===== src/rtl/ram_req_arbiter_pkg.sv =====
// ram_req_arbiter_pkg: shared RAM command encoding, sizes and arbiter state enum
package ram_req_arbiter_pkg;
  localparam int MEM_WIDTH = 8;
  localparam int MEM_DEPTH = 256;
  localparam int ADDR_SIZE = 8;
  typedef enum logic [1:0] {WR_ADDR = 2'b00, WR_DATA = 2'b01, RD_ADDR = 2'b10, RD_DATA = 2'b11} control_e;
  typedef enum logic [1:0] {IDLE, ADDR, DATA, WAIT} arb_state_e;
endpackage


===== src/rtl/ram_req_arbiter_rr_arb2.sv =====
// rr_arb2: combinational 2-way round-robin pick (req, last -> one-hot win)
module rr_arb2
  import ram_req_arbiter_pkg::*;
(
  input  logic [1:0] req,
  input  logic       last,
  output logic [1:0] win
);
  always_comb win = (req == 2'b11) ? (last ? 2'b01 : 2'b10) : req;
endmodule


===== src/rtl/ram_req_arbiter.sv =====
// ram_req_arbiter: 2-master round-robin front-end sequencing word requests into RAM commands; RAM_ARB_TIMEOUT_EN adds read timeout
module ram_req_arbiter
  import ram_req_arbiter_pkg::*;
#(
  parameter int MEM_WIDTH  = ram_req_arbiter_pkg::MEM_WIDTH,
  parameter int ADDR_SIZE  = ram_req_arbiter_pkg::ADDR_SIZE,
  parameter int RD_TIMEOUT = 4
) (
  input  logic                      clk,
  input  logic                      rst_n,
  input  logic [1:0]                req,
  input  logic [1:0]                req_we,
  input  logic [1:0][ADDR_SIZE-1:0] req_addr,
  input  logic [1:0][MEM_WIDTH-1:0] req_wdata,
  output logic [1:0]                gnt,
  output logic [1:0]                done,
  output logic [MEM_WIDTH-1:0]      rdata,
  output logic                      err,
  output logic [MEM_WIDTH+1:0]      rx_data,
  output logic                      rx_valid,
  input  logic                      tx_valid,
  input  logic [MEM_WIDTH-1:0]      dout
);
  if (ADDR_SIZE > MEM_WIDTH || RD_TIMEOUT < 1) begin : g_bad_cfg
    $error("ram_req_arbiter: ADDR_SIZE must be <= MEM_WIDTH and RD_TIMEOUT >= 1");
  end
  arb_state_e state_q, state_d;
  logic we_q, we_d, idx_q, idx_d, last_q, last_d, err_q, err_d;
  logic [ADDR_SIZE-1:0] addr_q, addr_d;
  logic [MEM_WIDTH-1:0] wdata_q, wdata_d, rdata_q, rdata_d;
  logic [1:0] gnt_q, gnt_d, done_q, done_d, win;
`ifdef RAM_ARB_TIMEOUT_EN
  localparam int CW = $clog2(RD_TIMEOUT + 1);
  logic [CW-1:0] cnt_q, cnt_d;
`endif
  rr_arb2 u_arb (.req(req), .last(last_q), .win(win));
  always_comb begin
    state_d = state_q;
    we_d    = we_q;
    idx_d   = idx_q;
    addr_d  = addr_q;
    wdata_d = wdata_q;
    last_d  = last_q;
    rdata_d = rdata_q;
    gnt_d   = '0;
    done_d  = '0;
    err_d   = 1'b0;
`ifdef RAM_ARB_TIMEOUT_EN
    cnt_d   = cnt_q;
`endif
    case (state_q)
      IDLE: if (|req && !(|done_q)) begin
        we_d    = req_we[win[1]];
        addr_d  = req_addr[win[1]];
        wdata_d = req_wdata[win[1]];
        idx_d   = win[1];
        last_d  = win[1];
        gnt_d   = win;
        state_d = ADDR;
      end
      ADDR: state_d = DATA;
      DATA: begin
        state_d = we_q ? IDLE : WAIT;
        done_d  = we_q ? (idx_q ? 2'b10 : 2'b01) : 2'b00;
`ifdef RAM_ARB_TIMEOUT_EN
        cnt_d   = '0;
`endif
      end
      default: if (tx_valid) begin
        rdata_d = dout;
        done_d  = idx_q ? 2'b10 : 2'b01;
        state_d = IDLE;
      end
`ifdef RAM_ARB_TIMEOUT_EN
      else if (cnt_q + CW'(1) == CW'(RD_TIMEOUT)) begin
        done_d  = idx_q ? 2'b10 : 2'b01;
        err_d   = 1'b1;
        state_d = IDLE;
      end else cnt_d = cnt_q + CW'(1);
`endif
    endcase
  end
  always_ff @(posedge clk) begin
    if (!rst_n) begin
      state_q <= IDLE;
      gnt_q   <= '0;
      done_q  <= '0;
      err_q   <= 1'b0;
      rdata_q <= '0;
      last_q  <= 1'b1;
    end else begin
      state_q <= state_d;
      gnt_q   <= gnt_d;
      done_q  <= done_d;
      err_q   <= err_d;
      rdata_q <= rdata_d;
      last_q  <= last_d;
    end
  end
  always_ff @(posedge clk) begin
    we_q    <= we_d;
    idx_q   <= idx_d;
    addr_q  <= addr_d;
    wdata_q <= wdata_d;
`ifdef RAM_ARB_TIMEOUT_EN
    cnt_q   <= cnt_d;
`endif
  end
  always_comb begin
    rx_valid = (state_q == ADDR) || (state_q == DATA);
    rx_data  = (state_q == ADDR) ? {we_q ? WR_ADDR : RD_ADDR, MEM_WIDTH'(addr_q)} :
               (state_q == DATA) ? {we_q ? WR_DATA : RD_DATA, we_q ? wdata_q : {MEM_WIDTH{1'b0}}} : '0;
  end
  assign gnt   = gnt_q;
  assign done  = done_q;
  assign err   = err_q;
  assign rdata = rdata_q;
endmodule


===== config.mk =====
export PLATFORM = sky130hd
export DESIGN_NAME = ram_req_arbiter
export DESIGN_NICKNAME = d
export VERILOG_FILES = /design/src/rtl/ram_req_arbiter_pkg.sv /design/src/rtl/ram_req_arbiter_rr_arb2.sv /design/src/rtl/ram_req_arbiter.sv
export SDC_FILE = /design/constraint.sdc
export NUM_CORES = 1
export LEC_CHECK = 0
export BUFFER_PORTS_ARGS = -buffer_cell sky130_fd_sc_hd__buf_4
export CAP_MARGIN = 20
export CORE_MARGIN = 3
export CORE_UTILIZATION = 42
export CTS_CLUSTER_SIZE = 40
export DETAILED_ROUTE_END_ITERATION = 10
export GPL_TIMING_DRIVEN = 0
export PLACE_DENSITY = 0.79
export SYNTH_ARGS = -nofsm -noshare
export SYNTH_HDL_FRONTEND = slang
export SYNTH_HIERARCHICAL = 1
export SYNTH_SLANG_ARGS = --single-unit
export TNS_END_PERCENT = 50

===== constraint.sdc =====
create_clock -name clk -period 2.06 [get_ports clk]
set_input_delay 0.206 -clock clk [delete_from_list [all_inputs] [get_ports clk]]
set_output_delay 0.206 -clock clk [all_outputs]
set_load 0.02 [all_outputs]

==> impl_metrics.yaml <==
logic_synthesis:
  synth_nets: 197
  synth-seq-area-share_pct: 53.5
  ys.flop_type: "edfxtp_1"
  ys_warn_count: 6
  synth-edff-count: 18
  async_flop_share_pct: 0
  ys_seq_elements: 33
  syn_area_sq_um: 1570
  syn_inst: 145
  avgSynthCellArea_sq_um: 10.8
  synth.distinct_cells: 26
floorplan:
  ios: 71
  fp.dieH_um: 67.1
  die_w_um: 67.1
  start_util_pct: 45.3
  core_area_sq_um: 3470
  fp.dieArea_sq_um: 4510
  num_rows: 21
min_path:
  min_from: "dout[4]"
  min_to: "rdata[4]"
  min_path_cells: 3
  hold_path_class: "input port to flop"
placed_design:
  portBuffers: 69
  dp_hpwl_um: 2580
  placed_area_sq_um: 2150
  gp_congestion: 0.735
setup_path:
  cp.required_ns: 1.98
  critPathCaptureType: "flop"
  crit_arrival_ns: 1.86
  critPathLaunchType: "flop"
  r2r_end: "addr_q[1]"
  r2r_setup_slack_ns: 0.12
  r2r_cells: 4
  r2r-start: "state_q[0]"
  cp_max_fo: 20
  critical_path_class: "flop to flop"
pwr:
  leakage_nw: 0.968
  vdd_ir_drop_max_uv: 608
  total_power_mw: 2.37
  cellPowerDensity_nw_per_um2: 1050
route:
  avgRoutedWirePerCell_um: 12.8
  drc: 0
  drt-total-wl_um: 3430
  routed_via_density: 4.84
  drt_iter0_drc: 33
  first_pass_iters: 3
  vias: 1298
  antenna_left: 0
clocking:
  cts_buffers: 5
  cts_tree: "yes"
  worst_setup_hold_path_clk_slew_ns: 0.07
  htreeDepth: 2
  cts_sinks: 33
  cts_hold_buf: 0
  insertion_delay_ns: 0.28
  post_cts_buffers: 0
  root_buffer: "clkbuf_8"
  clockBufferDepth: 2
cells_and_area:
  num_antenna_cells: 0
  most-common-layout-cells: "71 x buf_4, 27 x nand2_1, 18 x edfxtp_1"
  final_nets: 273
  fillers: 300
  area_growth_pct: 43.4
  finalInstanceArea_sq_um: 2250
  drive_gt1_share_pct: 46.4
  final_common_cell: "buf_4"
timing:
  finalSetupViolations: 0
  tightest_slew_ns: 0.564
  hold_violations: 0
  slew_headroom_pct: 62.3
  maxClockFrequency_mhz: 515
  timing.final.crit_share_pct: 94.2
  clock_skew_ns: 0.00536
  period_needed_ns: 1.94
  final_max_slew_viol_count: 0
flow_run:
  cap_violations: 0
global_route:
  grt_usage_pct: 16.6
  grt_pass1_wl_um: 5420
  grt_pass1_vias: 1236
  antenna_found_initial: 0
  grt_max_degree: 21
  overflow: 0
status:
  status: "completed"
synthesized netlist by cell type (all sizes together) (2+ instances only):
master	n	share of area (%)
nor3b	2	0.96
buf	4	1.4
nand3	8	2.5
a21boi	10	4.8
nand2	27	6.5
dfxtp	15	19
and3	2	0.80
nor2b	2	0.80
clkbuf	5	1.2
o21ai	10	3.2
nor2	4	0.96
inv	5	1.2
ha	5	4.0
mux2	17	12
mux2i	3	1.9
edfxtp	18	34
sequential cells by signal, summed over array words and instances (netlist names):
name     flops
last_q       1
wdata_q      8
addr_q       8
rdata        8
gnt          2
done         2
we_q         1
state_q      2
idx_q        1
metrics by stage:
step | worst slack, ns | hold WS, ns | utilization [%] | setup TNS [ns] | instances
final | 0.119 | 0.189 | 64.9 | 0 | 268
after global routing | -0.00424 | 0.198 | 64.9 | -0.00665 | 268
after CTS | 0.0458 | 0.181 | 64.8 | 0 | 268
after detailed placement | -0.209 | 0.436 | 61.9 | -4.02 | 260
after global placement | -0.155 | 0.425 | 61.9 | -2.93 | 260
after floorplan | 0.135 | 0.359 | - | 0 | 145
timing repair:
action	CTS	global route
gates resized for setup	3	6
setup endpoints to repair	29	8
pin swaps	0	0
cloned	0	0
power by group:
part           total [mW]  leakage [nW]  internal [mW]  switching [mW]
registers           0.990         0.299          0.915          0.0752
clock network       0.492        0.0455          0.272           0.220
logic               0.888         0.624          0.387           0.501
per-layer routing:
metal / part of all wire, % / track usage, % / routed length, um / vias up
li1: - / - / - / 655
met2: 48 / 27.5 / 1650 / 55
met5: 0 / 0 / 0 / -
met4: 1.7 / 6.84 / 57 / 0
met3: 11 / 8.65 / 374 / 5
met1: 39 / 17.8 / 1350 / 583
critical path: stages (launching register included):
cell and delay, ns:
dfxtp_1 0.37, inv_1 0.12, ha_1 0.20, or3b_4 0.43
nor2_4 0.46
layout make-up:
cell class / instances / area [sq um] / area share [%]
buffer: 9 / 46.3 / 2.06
clock buffer: 8 / 90.1 / 4.00
inverter: 5 / 18.8 / 0.833
multi-input combinational: 98 / 679 / 30.2
sequential: 33 / 842 / 37.4
tap: 46 / 57.6 / 2.56
timing repair buffer: 69 / 518 / 23.0
worst max-delay path by stage:
stage,start,cells after the start,slack [ns],end
after floorplan,state_q[0],4,0.14,addr_q[0]
after global placement,state_q[0],4,-0.16,wdata_q[2]
after detailed placement,state_q[0],4,-0.21,wdata_q[1]
after CTS,state_q[0],7,0.05,rx_data[1]
after global routing,state_q[0],6,-0.004,rx_data[0]
final,state_q[0],4,0.12,addr_q[1]
cell families after synthesis:
logic type,Yosys count,synth area share (%)
AND/OR/NAND/NOR,49,14.5
adder cells (fa/ha/maj),5,3.98
multiplexers,20,14.1
AO/OA/AOI/OAI,23,9.80
flip-flops,33,53.5
buffers and inverters,14,3.82
other,1,0.239
(Power assumes the default switching activity.)
